==> src/rtl/soc_pkg.sv <==
// Shared types and defaults for the RAM port-A arbiter.
// Optional statistics counters are enabled with RAM_ARB_STATS_EN.
package soc_pkg;

    typedef enum logic [1:0] {
        NORMAL    = 2'd0,
        LOCK_PEND = 2'd1,
        LOCKED    = 2'd2
    } arb_state_t;

    typedef enum logic {
        REQ_C = 1'b0,
        REQ_L = 1'b1
    } req_id_t;

    localparam int DEFAULT_MAX_BURST = 4;

endpackage

==> src/rtl/arb_burst_ctr.sv <==
// Counts loader grants that the core sat through and flags when the core
// must be given the port to avoid starvation.
module arb_burst_ctr
    import soc_pkg::*;
#(
    parameter int MAX_BURST = DEFAULT_MAX_BURST
) (
    input  logic clk,
    input  logic rstb,
    input  logic c_req,
    input  logic grant_c,
    input  logic grant_l,
    input  logic clear,
    output logic starve
);

    localparam logic [3:0] MAX_CNT = 4'(MAX_BURST);

    logic [3:0] burst_cnt;

    // The count only means "L wins while C waits", so any gap in c_req resets it.
    always_ff @(posedge clk or negedge rstb) begin
        if (!rstb) begin
            burst_cnt <= '0;
        end else if (clear || grant_c || !c_req) begin
            burst_cnt <= '0;
        end else if (grant_l && (burst_cnt != MAX_CNT)) begin
            burst_cnt <= burst_cnt + 4'd1;
        end
    end

    assign starve = c_req && (burst_cnt == MAX_CNT);

endmodule

==> src/rtl/ram_port_arb.sv <==
// Per-cycle arbiter for RAM port A between the core (C) and the UART loader (L),
// with exclusive lock mode; RAM_ARB_STATS_EN adds grant/conflict counters.
module ram_port_arb
    import soc_pkg::*;
#(
    parameter int XLEN         = 32,
    parameter int RAM_ADDR_LEN = 14,
    parameter int MAX_BURST    = DEFAULT_MAX_BURST
) (
    input  logic                    clk,
    input  logic                    rstb,
    input  logic                    c_req,
    input  logic [XLEN/8-1:0]       c_we,
    input  logic [RAM_ADDR_LEN-1:0] c_addr,
    input  logic [XLEN-1:0]         c_wr_data,
    output logic                    c_ready,
    output logic                    c_rd_valid,
    output logic [XLEN-1:0]         c_rd_data,
    input  logic                    l_req,
    input  logic [XLEN/8-1:0]       l_we,
    input  logic [RAM_ADDR_LEN-1:0] l_addr,
    input  logic [XLEN-1:0]         l_wr_data,
    output logic                    l_ready,
    output logic                    l_rd_valid,
    output logic [XLEN-1:0]         l_rd_data,
    input  logic                    l_lock,
    output logic                    locked,
`ifdef RAM_ARB_STATS_EN
    input  logic                    stat_clr,
    output logic [15:0]             stat_c_grants,
    output logic [15:0]             stat_l_grants,
    output logic [15:0]             stat_conflicts,
`endif
    output logic                    ram_en,
    output logic [XLEN/8-1:0]       ram_we,
    output logic [RAM_ADDR_LEN-1:0] ram_addr,
    output logic [XLEN-1:0]         ram_wr_data,
    input  logic [XLEN-1:0]         ram_rd_data
);

    arb_state_t      state;
    req_id_t         rd_owner;
    logic            rd_pend;
    logic            grant_c;
    logic            grant_l;
    logic            starve;
    logic            unlock;
    logic            c_rd_inflight;
    logic            rd_issue;
    logic [XLEN-1:0] c_hold;
    logic [XLEN-1:0] l_hold;

    assign c_rd_inflight = rd_pend && (rd_owner == REQ_C);
    assign unlock        = (state != NORMAL) && !l_lock;

    arb_burst_ctr #(
        .MAX_BURST (MAX_BURST)
    ) u_burst_ctr (
        .clk     (clk),
        .rstb    (rstb),
        .c_req   (c_req),
        .grant_c (grant_c),
        .grant_l (grant_l),
        .clear   (unlock),
        .starve  (starve)
    );

    // Grants are gated by rstb so the RAM port goes quiet the instant reset asserts.
    always_comb begin
        grant_c = 1'b0;
        grant_l = 1'b0;
        if (rstb) begin
            if (state == NORMAL) begin
                grant_c = c_req && (!l_req || starve);
                grant_l = l_req && !grant_c;
            end else begin
                grant_l = l_req;
            end
        end
    end

    assign c_ready  = grant_c;
    assign l_ready  = grant_l;
    assign ram_en   = grant_c || grant_l;
    assign rd_issue = ram_en && (ram_we == '0);

    always_comb begin
        ram_we      = '0;
        ram_addr    = '0;
        ram_wr_data = '0;
        if (grant_c) begin
            ram_we      = c_we;
            ram_addr    = c_addr;
            ram_wr_data = c_wr_data;
        end else if (grant_l) begin
            ram_we      = l_we;
            ram_addr    = l_addr;
            ram_wr_data = l_wr_data;
        end
    end

    // LOCK_PEND waits only for a core read already issued; new core grants are blocked.
    always_ff @(posedge clk or negedge rstb) begin
        if (!rstb) begin
            state  <= NORMAL;
            locked <= 1'b0;
        end else begin
            case (state)
                NORMAL: begin
                    locked <= 1'b0;
                    if (l_lock) state <= LOCK_PEND;
                end
                LOCK_PEND: begin
                    if (!l_lock) begin
                        state  <= NORMAL;
                        locked <= 1'b0;
                    end else if (!c_rd_inflight) begin
                        state  <= LOCKED;
                        locked <= 1'b1;
                    end
                end
                LOCKED: begin
                    if (!l_lock) begin
                        state  <= NORMAL;
                        locked <= 1'b0;
                    end
                end
                default: begin
                    state  <= NORMAL;
                    locked <= 1'b0;
                end
            endcase
        end
    end

    always_ff @(posedge clk or negedge rstb) begin
        if (!rstb) begin
            rd_pend  <= 1'b0;
            rd_owner <= REQ_C;
            c_hold   <= '0;
            l_hold   <= '0;
        end else begin
            rd_pend <= rd_issue;
            if (rd_issue) rd_owner <= grant_l ? REQ_L : REQ_C;
            if (c_rd_valid) c_hold <= ram_rd_data;
            if (l_rd_valid) l_hold <= ram_rd_data;
        end
    end

    assign c_rd_valid = rd_pend && (rd_owner == REQ_C);
    assign l_rd_valid = rd_pend && (rd_owner == REQ_L);
    assign c_rd_data  = c_rd_valid ? ram_rd_data : c_hold;
    assign l_rd_data  = l_rd_valid ? ram_rd_data : l_hold;

`ifdef RAM_ARB_STATS_EN
    always_ff @(posedge clk or negedge rstb) begin
        if (!rstb) begin
            stat_c_grants  <= '0;
            stat_l_grants  <= '0;
            stat_conflicts <= '0;
        end else if (stat_clr) begin
            stat_c_grants  <= '0;
            stat_l_grants  <= '0;
            stat_conflicts <= '0;
        end else begin
            if (grant_c && (stat_c_grants != 16'hFFFF)) stat_c_grants <= stat_c_grants + 16'd1;
            if (grant_l && (stat_l_grants != 16'hFFFF)) stat_l_grants <= stat_l_grants + 16'd1;
            if (c_req && l_req && (stat_conflicts != 16'hFFFF))
                stat_conflicts <= stat_conflicts + 16'd1;
        end
    end
`endif

endmodule
==> config.mk <==
export PLATFORM = sky130hd
export DESIGN_NAME = ram_port_arb
export DESIGN_NICKNAME = d
export VERILOG_FILES = /design/src/rtl/soc_pkg.sv /design/src/rtl/arb_burst_ctr.sv /design/src/rtl/ram_port_arb.sv
export SDC_FILE = /design/constraint.sdc
export NUM_CORES = 1
export LEC_CHECK = 0
export CORE_MARGIN = 3
export CORE_UTILIZATION = 34
export CTS_CLUSTER_DIAMETER = 150
export CTS_CLUSTER_SIZE = 10
export DETAILED_ROUTE_END_ITERATION = 6
export MAX_ROUTING_LAYER = met4
export PLACE_DENSITY_LB_ADDON = 0.08
export SLEW_MARGIN = 0
export SYNTH_ARGS = -nofsm -noshare
export SYNTH_HDL_FRONTEND = slang
export SYNTH_HIERARCHICAL = 1
export SYNTH_SLANG_ARGS = --single-unit
==> constraint.sdc <==
create_clock -name clk -period 2.7 [get_ports clk]
set_clock_uncertainty 0.05 [all_clocks]
set_input_delay 0.675 -clock clk [delete_from_list [all_inputs] [get_ports clk]]
set_output_delay 0.675 -clock clk [all_outputs]
set_load 0.005 [all_outputs]
; ---- After elaboration in Yosys (flattened, before gate mapping)
; Cells that the tools add are included.
; Widths: inputs -> output; s select.
[classes]
add_sub_neg = 1
eq_ne = 7
mux = 24
bitwise = 1
reduce_logical = 22
[ops]
columns = operator, count
row1 = $mux 32, 4
row2 = $mux 14, 2
row3 = $mux 4, 4
row4 = $logic_and 1x1->1, 8
row5 = $mux 1, 8
row6 = $mux 2, 4
row7 = $pmux 2 s3, 1
row8 = $add 4x1->4 const B, 1
row9 = $eq 4x3->1 const B, 1
row10 = $logic_not 1->1, 4
row11 = $logic_not 4->1, 1
row12 = $logic_or 1x1->1, 4
row13 = $ne 2x2->1 const B, 2
row14 = $ne 4x3->1 const B, 1
row15 = $reduce_bool 2->1, 2
row16 = $ne 3x3->1 const B, 1
row17 = $reduce_and 3->1, 1
row18 = $eq 2x1->1 const B, 1
row19 = $eq 2x2->1 const B, 1
row20 = $logic_not 2->1, 1
row21 = $pmux 1 s2, 1
row22 = $reduce_and 2->1, 1
row23 = $not 1->1, 1
[totals]
regBits = 73
out_inout_bits = 120

; ---- Depth between registers and ports, before layout
; Gate-level depths: netlist (run 1).
[depth]
ltp_word = 12
ltp_mapped = 10
mapped_depth_nobuf = 9

; ---- Modules after synthesis
; Netlist (run 1), hierarchy kept.
[by_module_without_submodules]
columns = mod, instances, cells_each, area_per_inst_um2, seq_area_each_um2
row1 = ram_port_arb, 1, 296, 3226.8, 1726.7
row2 = arb_burst_ctr, 1, 29, 241.5, 100.1

; ---- Worst setup path after synthesis (run 1)
; No wires, ideal clock.
[synth_timing]
path_type = register -> output
from = register u_burst_ctr.burst_cnt[0]
to = output port ram_wr_data[12]
arrival_ns = 1.720
required_time_ns = 1.975
path_slack_ns = 0.255
stages_incl_launch_ff = 9
path_buffers = 1
path_cell_list = dfrtp_1 > inv_1 > ha_1 > and3b_1 > and2_1 > inv_1 > a21oi_4 > buf_8 > a22o_1
[synth_rtl]
columns = item, line
row1 = "start, declared", arb_burst_ctr.sv:19  ; logic [3:0] burst_cnt;
row2 = "start signal, assigned", arb_burst_ctr.sv:28  ; burst_cnt <= burst_cnt + 4'd1;
row3 = $eq 4x3->1, arb_burst_ctr.sv:32  ; assign starve = c_req && (burst_cnt == MAX_CNT);
row4 = $logic_and 1x1->1, arb_burst_ctr.sv:32
row5 = net starve, ram_port_arb.sv:46  ; logic starve;
row6 = $logic_or 1x1->1, ram_port_arb.sv:74  ; grant_c = c_req && (!l_req || starve);
row7 = $logic_and 1x1->1, ram_port_arb.sv:74
row8 = $mux 1, ram_port_arb.sv:73  ; if (state == NORMAL) begin
row9 = $mux 1, ram_port_arb.sv:72  ; if (rstb) begin
row10 = net c_ready, ram_port_arb.sv:16  ; output logic c_ready,
row11 = $mux 32, ram_port_arb.sv:91  ; if (grant_c) begin
row12 = "end, declared", ram_port_arb.sv:37  ; output logic [XLEN-1:0] ram_wr_data,
; The timed path passes the listed nets, and every way through them passes these cells.

; ---- Final worst setup path (run 1)
[layout_timing]
from = register u_burst_ctr.burst_cnt[0]
to = output port ram_wr_data[21]
[layout_via]
elab_chain_len = 10
[layout_lines]
columns = item, line
row1 = $eq 4x3->1 (*), arb_burst_ctr.sv:32
row2 = $logic_and 1x1->1 (*), arb_burst_ctr.sv:32
row3 = net starve, ram_port_arb.sv:46
row4 = $logic_or 1x1->1 (*), ram_port_arb.sv:74
row5 = $logic_and 1x1->1 (*), ram_port_arb.sv:74
row6 = $logic_not 1->1, ram_port_arb.sv:75  ; grant_l = l_req && !grant_c;
row7 = $logic_and 1x1->1, ram_port_arb.sv:75
row8 = $mux 1, ram_port_arb.sv:73
row9 = $mux 1, ram_port_arb.sv:72
row10 = $mux 32, ram_port_arb.sv:95  ; end else if (grant_l) begin
row11 = $mux 32 (*), ram_port_arb.sv:91
; Mark *: on every way through the listed nets, which the timed path passes. The rest lies on a longest branch.

==> results of run 1 <==
[metrics by stage]
stage	instances	cell area, µm²	setup slack (ps)	power, W	hold WS (ps)
3_3_place_gp	715	6270	-534	0.00236	402
2_1_floorplan	325	3470	255	0.00163	329
5_1_grt	756	6670	-338	0.00338	436
6_report	756	6670	-232	0.00320	419
3_5_place_dp	715	6270	-535	0.00238	407
4_1_cts	752	6630	-321	0.00323	425
[report_power, final]
part	internal, W	total (W)	switching (W)
logic	0.000651	0.00104	0.000392
registers	0.00126	0.00132	0.0000549
clock network	0.000424	0.000834	0.000410
[worst reg2reg max path: stages (launching register included)]
cell     delay [ps]
dfrtp_1         370
inv_2            60
ha_4            160
and3b_1         170
and2_4          170
buf_6           110
a31oi_4         180
buf_6           170
buf_16          110
buf_4           110
buf_4           130
nand4_1         110
or3_1           320
a21oi_1         150
[cell families (layout without fill, tap and decap cells)]
logic type / count (synthesis) / after routing
AO/OA/AOI/OAI: 65 / 65
adder cells (fa/ha/maj): 2 / 2
buffers and inverters: 28 / 325
flip-flops: 73 / 73
multiplexers: 33 / 33
other: 0 / 1
AND/OR/NAND/NOR: 124 / 124
[layer usage]
| layer | GRT usage | part of all wire | vias to the layer above |
|---|---|---|---|
| met5 | - | 0 | - |
| met4 | 0.0740 | 0.017 | 0 |
| met3 | 0.0626 | 0.073 | 19 |
| met2 | 0.399 | 0.52 | 157 |
| met1 | 0.275 | 0.39 | 1746 |
| li1 | - | - | 1724 |
[repair_timing]
item / CTS / global route
cloned: 6 / 3
setup buffers: 16 / 6
pin swaps: 13 / 15
endpoints found under the hold margin: 0 / 0
endpoints found under the setup margin: 91 / 113
gates resized for setup: 181 / 80
[registers in the layout (all words and copies together) (netlist names)]
register,cells
c_hold,32
l_hold,32
locked,1
rd_owner,1
rd_pend,1
state,2
u_burst_ctr/burst_cnt,4
[layout by cell type, fill, tap and decap left out, types with 9 or more instances in the layout]
master	count
a22o_1	51
buf_2	46
buf_4	23
buf_6	9
clkbuf_8	9
clkdlybuf4s50_1	192
dfrtp_1	72
dlymetal6s2s_1	9
mux2_2	32
nand2_1	100
[path summary, 6_finish.rpt]
check | from | end | cells past startpoint
max | u_burst_ctr/burst_cnt[0] | ram_wr_data[21] | 11
max in group asynchronous | rstb | rd_pend | 2
min | c_hold[14] | c_hold[14] | 2
min in group asynchronous | rstb | c_hold[10] | 2
min reg2reg | c_hold[14] | c_hold[14] | 2
max reg2reg | u_burst_ctr/burst_cnt[0] | u_burst_ctr/burst_cnt[3] | 13
[area by class of cell]
cell class,count,area (µm²)
Tap cell,133,166
Multi-Input combinational cell,224,1500
Clock inverter,6,67.6
Antenna cell,1,2.50
Fill cell,803,3200
Inverter,8,32.5
Timing Repair Buffer,302,2950
Sequential cell,73,1830
Clock buffer,9,124
==> results by group, run 1 <==
Power
  – Leakage power: 3.15 nW
  – Power Density: 479 mW/mm²
  – Maximum VDD drop: 291 µV

Drt
  – Number of routed nets with antenna violations: 0
  – DR vias/cell: 4.82
  – DR pass1 iterations: 4
  – Via Count: roughly 3600
  – Residual DRC count: 0
  – DR iter-0 viols: approximately 160
  – Drt wl/cell: 17.7 µm
  – Final wirelength: between 10 and 15 mm

Global route
  – First-pass GRT wire length: roughly 20 mm
  – Remaining Overflow, GRT: 0
  – Largest net degree at the start of global routing: 74
  – Vias in the first global route: 3972
  – Initial antenna violation count: 1
  – Global Route Usage Sum: 0.236

Outcome
  – Failing checks: negative setup slack
  – Status: finished, violations left

Synthesis
  – FFs w/ async S/R, synth: 1.00
  – Synth cell types: 29
  – Post-synth top area cell: dfrtp_1
  – Post-synthesis compound-gate area fraction: 0.157
  – Warnings, synthesis: 6
  – Largest family of logic cells by synthesized area: compound AO/OA/AOI/OAI gates
  – Register area share after synthesis: 0.527
  – Mapped cell area: about 0.0035 mm²
  – Top cells by area, synth: dfrtp_1, a22o_1, nand2_1, mux2_2, buf_8
  – Post-synth EDFFs: 0
  – Syn Inst Count: between 300 and 400
  – #FFs+latches synth: 73
  – Post-synthesis simple-gate area fraction: 0.152
  – Top-area cell type share of the netlist area: 0.527
  – Count leader, synth: nand2_1
  – Main synth FF type: dfrtp_1
  – Post-synth top cells: nand2_1, dfrtp_1, a22o_1
  – Mapped Nets: around 460
  – Synth Area in XOR/XNOR: 0
  – Post-Synth Adder-Cell Area: 0.00722
  – Multiplexer share of the synthesized area: 0.107
  – Mean Syn Cell Area: ~11 µm²

Floorplan
  – Die area: around 0.011 mm²
  – Core Rows: 36
  – Initial core utilization: 0.352
  – Die width: between 100 and 150 µm
  – Die H: about 110 µm
  – Num ports: between 200 and 300
  – Core Region: roughly 0.01 mm²

Job
  – Max_cap viols: 0

Critical path
  – Worst path required time: slightly below 2000 ps
  – Critical Path AT: between 2000 and 2500 ps
  – Largest fanout on the critical path: 7
  – Cell seen most often among critical-path stages: buf_6
  – Slowest stage delay, CP: approximately 400 ps
  – Worst Path Buf+Inv: 6
  – Cell Chain, Critical Path: inv_2, ha_4, and3b_1, and2_4, buf_6, a31oi_4, buf_6, buf_6, buf_12, a22o_1, buf_2
  – Startpoint type of the worst setup path: flip-flop
  – WS Path Type: reg2out
  – CP endpoint kind: primary output
  – Worst reg-to-reg setup slack: 240 ps
  – Crit-path leading delay family: buffers and inverters
  – Slowest CP cell: dfrtp_1

Final layout
  – Area delta synth->final: 92.2%
  – Layout Utilization: 0.676
  – Post-layout nets: 757
  – Layout cells sized above 1: 0.257

Clocking
  – Worst-path clk slew: around 80 ps
  – CTS Hold Bufs: 0
  – TritonCTS Buffers: 9
  – H-Tree Depth: 3
  – Worst-Skew Late Latency: roughly 330 ps
  – CTS tree: built
  – Sinks on the clock net: 73
  – CTS root buffer: clkbuf_8
  – Clock tree buffer depth: 2

Timing
  – Post-route worst setup slack: -232 ps
  – Final setup fails: 51
  – RSZ-0062 raised after global routing: yes
  – Fmax: approximately 340 MHz
  – Relative slew slack: 0.407
  – Slew @ Worst Pin: ~890 ps
  – Post-layout min period: 2930 ps
  – Setup TNS: -8060 ps
  – Hold Violations, Final: 0
  – Final Max Slew Viols: 0
  – Period utilization: 1.09

Placed design
  – Routability Congestion: ~0.78
  – IO buf count: 256
  – DP HPWL: roughly 9.7 mm

Worst hold path
  – Worst Hold Class: reg2reg
No activity file was read; power rests on OpenSTA's default activity.
==> run 2, diff against run 1 <==
CORE_AREA = 4 4 99 101   (was default)
CORE_MARGIN = default   (was 3)
CORE_UTILIZATION = default   (was 34)
DIE_AREA = 0 0 103 105   (was default)
DONT_BUFFER_PORTS = 1   (was default)
PLACE_DENSITY = 0.57   (was default)
PLACE_DENSITY_LB_ADDON = default   (was 0.08)
==> results by group, run 2 (synthesized netlist as in run 1, its figures left out) <==
Critical path
  – Worst path required time: 1980 ps (about the same)
  – Slowest CP cell: dfrtp_1 (unchanged)
  – Critical Path AT: 2000 ps (was 2210 ps)
  – R2R cell count: 10 (was 13)
  – Slowest stage delay, CP: 400 ps (about the same)
  – RR Startpoint: u_burst_ctr/burst_cnt[0] (unchanged)
  – Crit-path leading delay family: buffers and inverters (unchanged)
  – Cell Chain, Critical Path: inv_2, ha_4, and3b_1, and2_4, inv_4, a21oi_4, buf_6, clkbuf_16, a22o_1 (was inv_2, ha_4, and3b_1, and2_4, buf_6, a31oi_4, buf_6, buf_6, buf_12, a22o_1, buf_2)
  – Critical R2R Capture: u_burst_ctr/burst_cnt[3] (unchanged)
  – Worst Path Buf+Inv: 4 (was 6)
  – WS Path Type: reg2out (unchanged)
  – WP depth: 9 (was 11)
  – CP endpoint kind: primary output (unchanged)
  – Startpoint type of the worst setup path: flip-flop (unchanged)
  – Largest fanout on the critical path: 6 (was 7)
  – Worst reg-to-reg setup slack: 430 ps (was 240 ps)

Final layout
  – Post-layout nets: 479 (was 757)
  – Commonest non-fill, non-tap cell in the layout: nand2_1 (was clkdlybuf4s50_1)
  – Final instance area: 0.00411 mm² (was 0.00667 mm²)
  – Final cell count without fillers: 456 (was 756)
  – Diode count: 0 (was 1)
  – Layout Utilization: 0.456 (was 0.676)
  – Area delta synth->final: 18.6% (was 92.2%)
  – Fillers: 858 (was 803)
  – Commonest non-fill, non-tap cells in the layout: nand2_1, dfrtp_1, a22o_1, mux2_2, buf_4 (was clkdlybuf4s50_1, nand2_1, dfrtp_1, a22o_1, buf_2)
  – Layout cells sized above 1: 0.267 (was 0.257)
  – Top flop regs: c_hold (32), l_hold (32), u_burst_ctr/burst_cnt (4) (unchanged)

Placed design
  – DP HPWL: 7.62 mm (was 9.67 mm)
  – Dpl cells: 425 (was 715)
  – IO buf count: 0 (was 256)
  – Post-Place Cell Area: 0.00354 mm² (was 0.00627 mm²)
  – Routability Congestion: 0.787 (was 0.785)
  – Post-place setup slack: 108 ps (was -535 ps)

Outcome
  – Status: finished, violations left (unchanged)
  – Failing checks: negative setup slack (unchanged)

Floorplan
  – Num ports: 257 (unchanged)
  – Die H: 105 µm (was 107 µm)
  – Die width: 103 µm (was 107 µm)
  – Core Rows: 35 (was 36)
  – Core Region: 0.00902 mm² (was 0.00986 mm²)
  – Die area: 0.0108 mm² (was 0.0114 mm²)
  – Initial core utilization: 0.384 (was 0.352)

Global route
  – Global Route Usage Sum: 0.189 (was 0.236)
  – Remaining Overflow, GRT: 0 (unchanged)
  – Largest net degree at the start of global routing: 74 (unchanged)
  – Vias in the first global route: 2674 (was 3972)
  – Initial antenna violation count: 0 (was 1)
  – First-pass GRT wire length: 15.1 mm (was 20.3 mm)

Timing
  – Final Max Slew Viols: 0 (unchanged)
  – RSZ-0062 raised after global routing: yes (unchanged)
  – Post-route worst setup slack: -23.3 ps (was -232 ps)
  – Final setup fails: 28 (was 51)
  – Fmax: 367 MHz (was 341 MHz)
  – Slew @ Worst Pin: 428 ps (was 890 ps)
  – Period utilization: 1.01 (was 1.09)
  – Relative slew slack: 0.715 (was 0.407)
  – Post-layout min period: 2720 ps (was 2930 ps)
  – Hold Violations, Final: 0 (unchanged)

Job
  – Max_cap viols: 0 (unchanged)

Clocking
  – H-Tree Depth: 3 (unchanged)
  – Clock tree buffer depth: 2 (unchanged)
  – Worst-path clk slew: 80 ps (about the same)
  – Sinks on the clock net: 73 (unchanged)
  – TritonCTS Buffers: 9 (unchanged)
  – Worst-Skew Late Latency: 340 ps (was 330 ps)
  – CTS root buffer: clkbuf_8 (unchanged)
  – CTS tree: built (unchanged)

Drt
  – DR pass1 iterations: 4 (unchanged)
  – Via Count: 2578 (was 3646)
  – DR vias/cell: 5.65 (was 4.82)
  – Residual DRC count: 0 (unchanged)
  – Final wirelength: 10.7 mm (was 13.4 mm)
  – DR iter-0 viols: 117 (was 158)
  – Drt wl/cell: 23.4 µm (was 17.7 µm)
  – Number of routed nets with antenna violations: 0 (unchanged)

Worst hold path
  – Worst Hold Class: in2async (was reg2reg)

Power
  – Maximum VDD drop: 348 µV (was 291 µV)
  – Leakage power: 1.92 nW (was 3.15 nW)
  – Power Density: 666 mW/mm² (was 479 mW/mm²)
==> run 2: cell types whose count changed in the layout (fill, tap and decap cells not counted), moves of 2 or more <==
cell	previous run	this run
a22o_1	51	42
a22o_4	0	9
buf_12	7	1
buf_2	46	0
buf_4	23	14
buf_6	9	3
buf_8	3	0
clkbuf_2	4	0
clkdlybuf4s50_1	192	0
clkinvlp_4	2	0
dlygate4sd2_1	2	0
dlymetal6s2s_1	9	0
==> run 2: repair_timing <==
action,CTS,global route
gates cloned,3,2
setup endpoints to repair,52,51
hold endpoints to repair,73,0
resized for setup,19,4
pin swaps,31,7
buffers inserted,9,1
hold buffers,1,0
==> run 2: report_power, final <==
part | leakage [nW] | internal (W) | total, W | switching, W
Combinational | 0.938 | 0.000173 | 0.000457 | 0.000284
Clock | 0.116 | 0.000532 | 0.000968 | 0.000436
Sequential | 0.862 | 0.00126 | 0.00131 | 0.0000525
==> run 2: how the worst max path moves through the flow <==
stage / to / slack, ps / from
2_1_floorplan: ram_wr_data[12] / 250 / u_burst_ctr/burst_cnt[0]
5_1_grt: ram_wr_data[9] / -130 / u_burst_ctr/burst_cnt[1]
3_3_place_gp: ram_wr_data[20] / 200 / u_burst_ctr/burst_cnt[0]
3_5_place_dp: ram_wr_data[20] / 110 / u_burst_ctr/burst_cnt[0]
6_report: ram_addr[13] / -20 / u_burst_ctr/burst_cnt[0]
4_1_cts: ram_wr_data[11] / -40 / u_burst_ctr/burst_cnt[1]
==> run 2: per-stage QoR <==
step / setup TNS, ps / hold WS [ps] / power [W]
floorplan: 0 / 329 / 0.00163
global placement: 0 / 331 / 0.00172
detailed placement: 0 / 331 / 0.00174
CTS: -720 / 159 / 0.00279
global route: -5580 / 156 / 0.00290
finish: -353 / 164 / 0.00274
==> run 2: worst register-to-register path, delay by kind of cell, from the launching register on <==
family | cells | cell delay [ps]
AOI/OAI and AO/OA | 2 | 270
DFF | 1 | 370
and+or+nand+nor | 4 | 810
adders and majority gates | 1 | 150
buffers and inverters | 3 | 550
==> run 2: layout make-up <==
type / instances / area (µm²) / area share
clock buffers: 9 / 124 / 0.0301
clock inverters: 7 / 103 / 0.0249
inverters: 8 / 32.5 / 0.00791
multi-input cells: 224 / 1570 / 0.382
flip-flops and latches: 73 / 1830 / 0.444
well taps: 111 / 139 / 0.0338
repair buffers: 24 / 319 / 0.0776
==> run 2: metal layers <==
| layer | GRT usage | part of all wire | up-vias |
|---|---|---|---|
| li1 | - | - | 1169 |
| met4 | 0.0416 | 0.0075 | 0 |
| met3 | 0.0834 | 0.12 | 8 |
| met1 | 0.235 | 0.40 | 1262 |
| met5 | - | 0 | - |
| met2 | 0.284 | 0.47 | 139 |
==> run 3, diff against run 2 <==
CORE_AREA = 4 4 98 100   (was 4 4 99 101)
DIE_AREA = 0 0 102 104   (was 0 0 103 105)
PLACE_DENSITY = 0.58   (was 0.57)
SYNTH_HIERARCHICAL = default   (was 1)
==> results by group, run 3 <==
Timing
  – Post-route worst setup slack: 48.3 ps (was -23.3 ps)
  – Slew @ Worst Pin: 356 ps (was 428 ps)
  – Setup TNS: 0 ps (was -353 ps)
  – Hold Violations, Final: 0 (unchanged)
  – RSZ-0062 raised after global routing: yes (unchanged)
  – Period utilization: 0.982 (was 1.01)
  – Final Max Slew Viols: 0 (unchanged)
  – Fmax: 377 MHz (was 367 MHz)
  – Post-layout min period: 2650 ps (was 2720 ps)
  – Relative slew slack: 0.760 (was 0.715)
  – Final setup fails: 0 (was 28)

Critical path
  – R2R cell count: 7 (was 10)
  – Worst reg-to-reg setup slack: 1010 ps (was 430 ps)
  – RR Startpoint: u_burst_ctr.burst_cnt[1] (was u_burst_ctr/burst_cnt[0])
  – Largest fanout on the critical path: 11 (was 6)
  – Worst path required time: 1980 ps (about the same)
  – CP endpoint kind: primary output (unchanged)
  – Critical Path AT: 1930 ps (was 2000 ps)
  – Startpoint type of the worst setup path: flip-flop (unchanged)
  – Critical R2R Capture: rd_owner (was u_burst_ctr/burst_cnt[3])
  – WS Path Type: reg2out (unchanged)

Synthesis
  – Count leader, synth: dfrtp_1 (was nand2_1)
  – Mapped cell area: 0.00344 mm² (was 0.00347 mm²)
  – Mean Syn Cell Area: 13.2 µm² (was 10.7 µm²)
  – FFs w/ async S/R, synth: 1.00 (unchanged)
  – Mapped Nets: 399 (was 464)
  – Post-synth EDFFs: 0 (unchanged)
  – Top cells by area, synth: dfrtp_1, mux2_2, a22o_1, buf_2, a32oi_1 (was dfrtp_1, a22o_1, nand2_1, mux2_2, buf_8)
  – Post-synth top cells: dfrtp_1, mux2_2, a22o_1 (was nand2_1, dfrtp_1, a22o_1)
  – Post-synth top area cell: dfrtp_1 (unchanged)
  – Register area share after synthesis: 0.531 (was 0.527)
  – Synth cell types: 31 (was 29)
  – Main synth FF type: dfrtp_1 (unchanged)
  – #FFs+latches synth: 73 (unchanged)
  – Top-area cell type share of the netlist area: 0.531 (was 0.527)
  – Syn Inst Count: 260 (was 325)
  – Warnings, synthesis: 0 (was 6)

Drt
  – DR vias/cell: 6.37 (was 5.65)
  – Via Count: 2428 (was 2578)
  – Drt wl/cell: 30.4 µm (was 23.4 µm)
  – Number of routed nets with antenna violations: 0 (unchanged)
  – Residual DRC count: 0 (unchanged)
  – Final wirelength: 11.6 mm (was 10.7 mm)
  – DR pass1 iterations: 4 (unchanged)
  – DR iter-0 viols: 109 (was 117)

Final layout
  – Final instance area: 0.00398 mm² (was 0.00411 mm²)
  – Commonest non-fill, non-tap cells in the layout: dfrtp_1, mux2_2, a22o_1, clkbuf_8, buf_4 (was nand2_1, dfrtp_1, a22o_1, mux2_2, buf_4)
  – Diode count: 0 (unchanged)
  – Area delta synth->final: 15.4% (was 18.6%)
  – Post-layout nets: 407 (was 479)
  – Top flop regs: c_hold (32), l_hold (32), u_burst_ctr.burst_cnt (4) (was c_hold (32), l_hold (32), u_burst_ctr/burst_cnt (4))
  – Layout cells sized above 1: 0.399 (was 0.267)
  – Fillers: 780 (was 858)
  – Commonest non-fill, non-tap cell in the layout: dfrtp_1 (was nand2_1)

Global route
  – Vias in the first global route: 2432 (was 2674)
  – Global Route Usage Sum: 0.196 (was 0.189)
  – Remaining Overflow, GRT: 0 (unchanged)
  – First-pass GRT wire length: 15.0 mm (was 15.1 mm)
  – Initial antenna violation count: 0 (unchanged)
  – Largest net degree at the start of global routing: 74 (unchanged)

Floorplan
  – Die area: 0.0106 mm² (was 0.0108 mm²)
  – Die width: 102 µm (was 103 µm)
  – Die H: 104 µm (was 105 µm)
  – Core Rows: 34 (was 35)
  – Num ports: 257 (unchanged)
  – Initial core utilization: 0.397 (was 0.384)
  – Core Region: 0.00868 mm² (was 0.00902 mm²)

Power
  – Maximum VDD drop: 596 µV (was 348 µV)
  – Net switching power: 0.000685 W (was 0.000773 W)
  – Power share of the combinational group: 0.164 (was 0.167)
  – Power Density: 669 mW/mm² (was 666 mW/mm²)
  – Leakage power: 1.73 nW (was 1.92 nW)
  – Clock network power share: 0.349 (was 0.353)
  – Sw Share: 0.258 (was 0.282)
  – Seq pwr share: 0.488 (was 0.480)
  – Internal: 0.00198 W (was 0.00197 W)

Clocking
  – Worst-Skew Late Latency: 330 ps (was 340 ps)
  – CTS tree: built (unchanged)
  – Clock tree buffer depth: 2 (unchanged)
  – Sinks on the clock net: 73 (unchanged)
  – Worst-path clk slew: 90 ps (was 80 ps)
  – CTS root buffer: clkbuf_8 (unchanged)
  – H-Tree Depth: 3 (unchanged)
  – TritonCTS Buffers: 9 (unchanged)

Placed design
  – Routability Congestion: 0.853 (was 0.787)
  – Post-place setup slack: 229 ps (was 108 ps)
  – DP HPWL: 8.45 mm (was 7.62 mm)
  – IO buf count: 0 (unchanged)
  – Post-Place Cell Area: 0.00355 mm² (was 0.00354 mm²)

Job
  – Max_cap viols: 0 (unchanged)

Worst hold path
  – Worst Hold Class: in2async (unchanged)

Outcome
  – Status: finished clean (was finished, violations left)
==> run 3: cell count changes after synthesis, sizes merged, moves of 2 or more <==
cell	previous run	this run
nand2	101	6
nand3	4	2
nor2b	0	7
mux2	32	64
a32oi	0	5
and3	0	2
inv	8	4
nor3	2	0
clkbuf	3	1
and2	3	1
a22o	51	46
==> run 3: timing repair <==
item / in CTS / in global routing
setup buffers: 1 / 3
endpoints found under the hold margin: 73 / 0
endpoints found under the setup margin: 23 / 48
gates cloned: 0 / 5
resized for setup: 3 / 6
hold buffers: 1 / 0
pin swaps: 0 / 25
==> run 3: layout make-up <==
| cell class | instances | area (µm²) | area share |
|---|---|---|---|
| Clock buffer | 10 | 128 | 0.0321 |
| Clock inverter | 6 | 90.1 | 0.0227 |
| Inverter | 4 | 15.0 | 0.00378 |
| Multi-Input combinational cell | 164 | 1550 | 0.390 |
| Sequential cell | 73 | 1830 | 0.460 |
| Tap cell | 108 | 135 | 0.0340 |
| Timing Repair Buffer | 16 | 229 | 0.0576 |
==> run 3: worst max path at each step <==
| stage | end | from | cells after the start |
|---|---|---|---|
| global placement | ram_addr[12] | c_req | 4 |
| finish | ram_wr_data[5] | u_burst_ctr.burst_cnt[1] | 7 |
| global route | ram_wr_data[15] | u_burst_ctr.burst_cnt[1] | 7 |
| detailed placement | ram_addr[12] | c_req | 4 |
| CTS | ram_wr_data[4] | u_burst_ctr.burst_cnt[1] | 7 |
| floorplan | ram_addr[10] | l_req | 6 |
==> run 3: per-layer routing <==
metal	vias to the layer above	wire length, µm	global-route usage
met3	13	1410	0.0845
met1	1265	3900	0.208
met5	-	0	-
met4	0	189	0.0497
li1	994	-	-
met2	156	6100	0.334
==> run 3: metrics by stage <==
stage                     power (W)  hold slack (ps)  utilization  instances
after CTS                   0.00268              170        0.441        373
final                       0.00266              175        0.458        381
after global routing        0.00280              171        0.458        381
after floorplan             0.00162              329            -        260
after global placement      0.00170              332        0.409        355
after detailed placement    0.00171              332        0.409        355
==> run 3: worst max-delay path, cell delays in order, from the launching register on <==
cell and delay [ps]:
dfrtp_1 410, inv_1 70, ha_2 190, nand3b_1 140, nand2_2 110, and3_4 290, clkbuf_16 200, a22o_1 180
==> run 3: logic make-up (layout without fill, tap and decap cells) <==
logic type      count (synthesis)  after routing  share of synthesized area
compound gates                 65             65                      0.155
xor+xnor                        1              1                    0.00254
fa+ha+maj                       2              2                    0.00727
buf+inv                        23             36                     0.0378
flops                          73             73                      0.531
mux                            65             65                      0.212
simple gates                   31             31                     0.0549
==> run 3: power groups by stage <==
| stage | Sequential, W | Combinational [W] | Clock, W |
|---|---|---|---|
| after floorplan | 0.00130 | 0.000316 | 0 |
| after global placement | 0.00131 | 0.000384 | 0 |
| after detailed placement | 0.00132 | 0.000388 | 0 |
| after CTS | 0.00130 | 0.000421 | 0.000957 |
| after global routing | 0.00131 | 0.000474 | 0.00101 |
| final | 0.00130 | 0.000436 | 0.000928 |
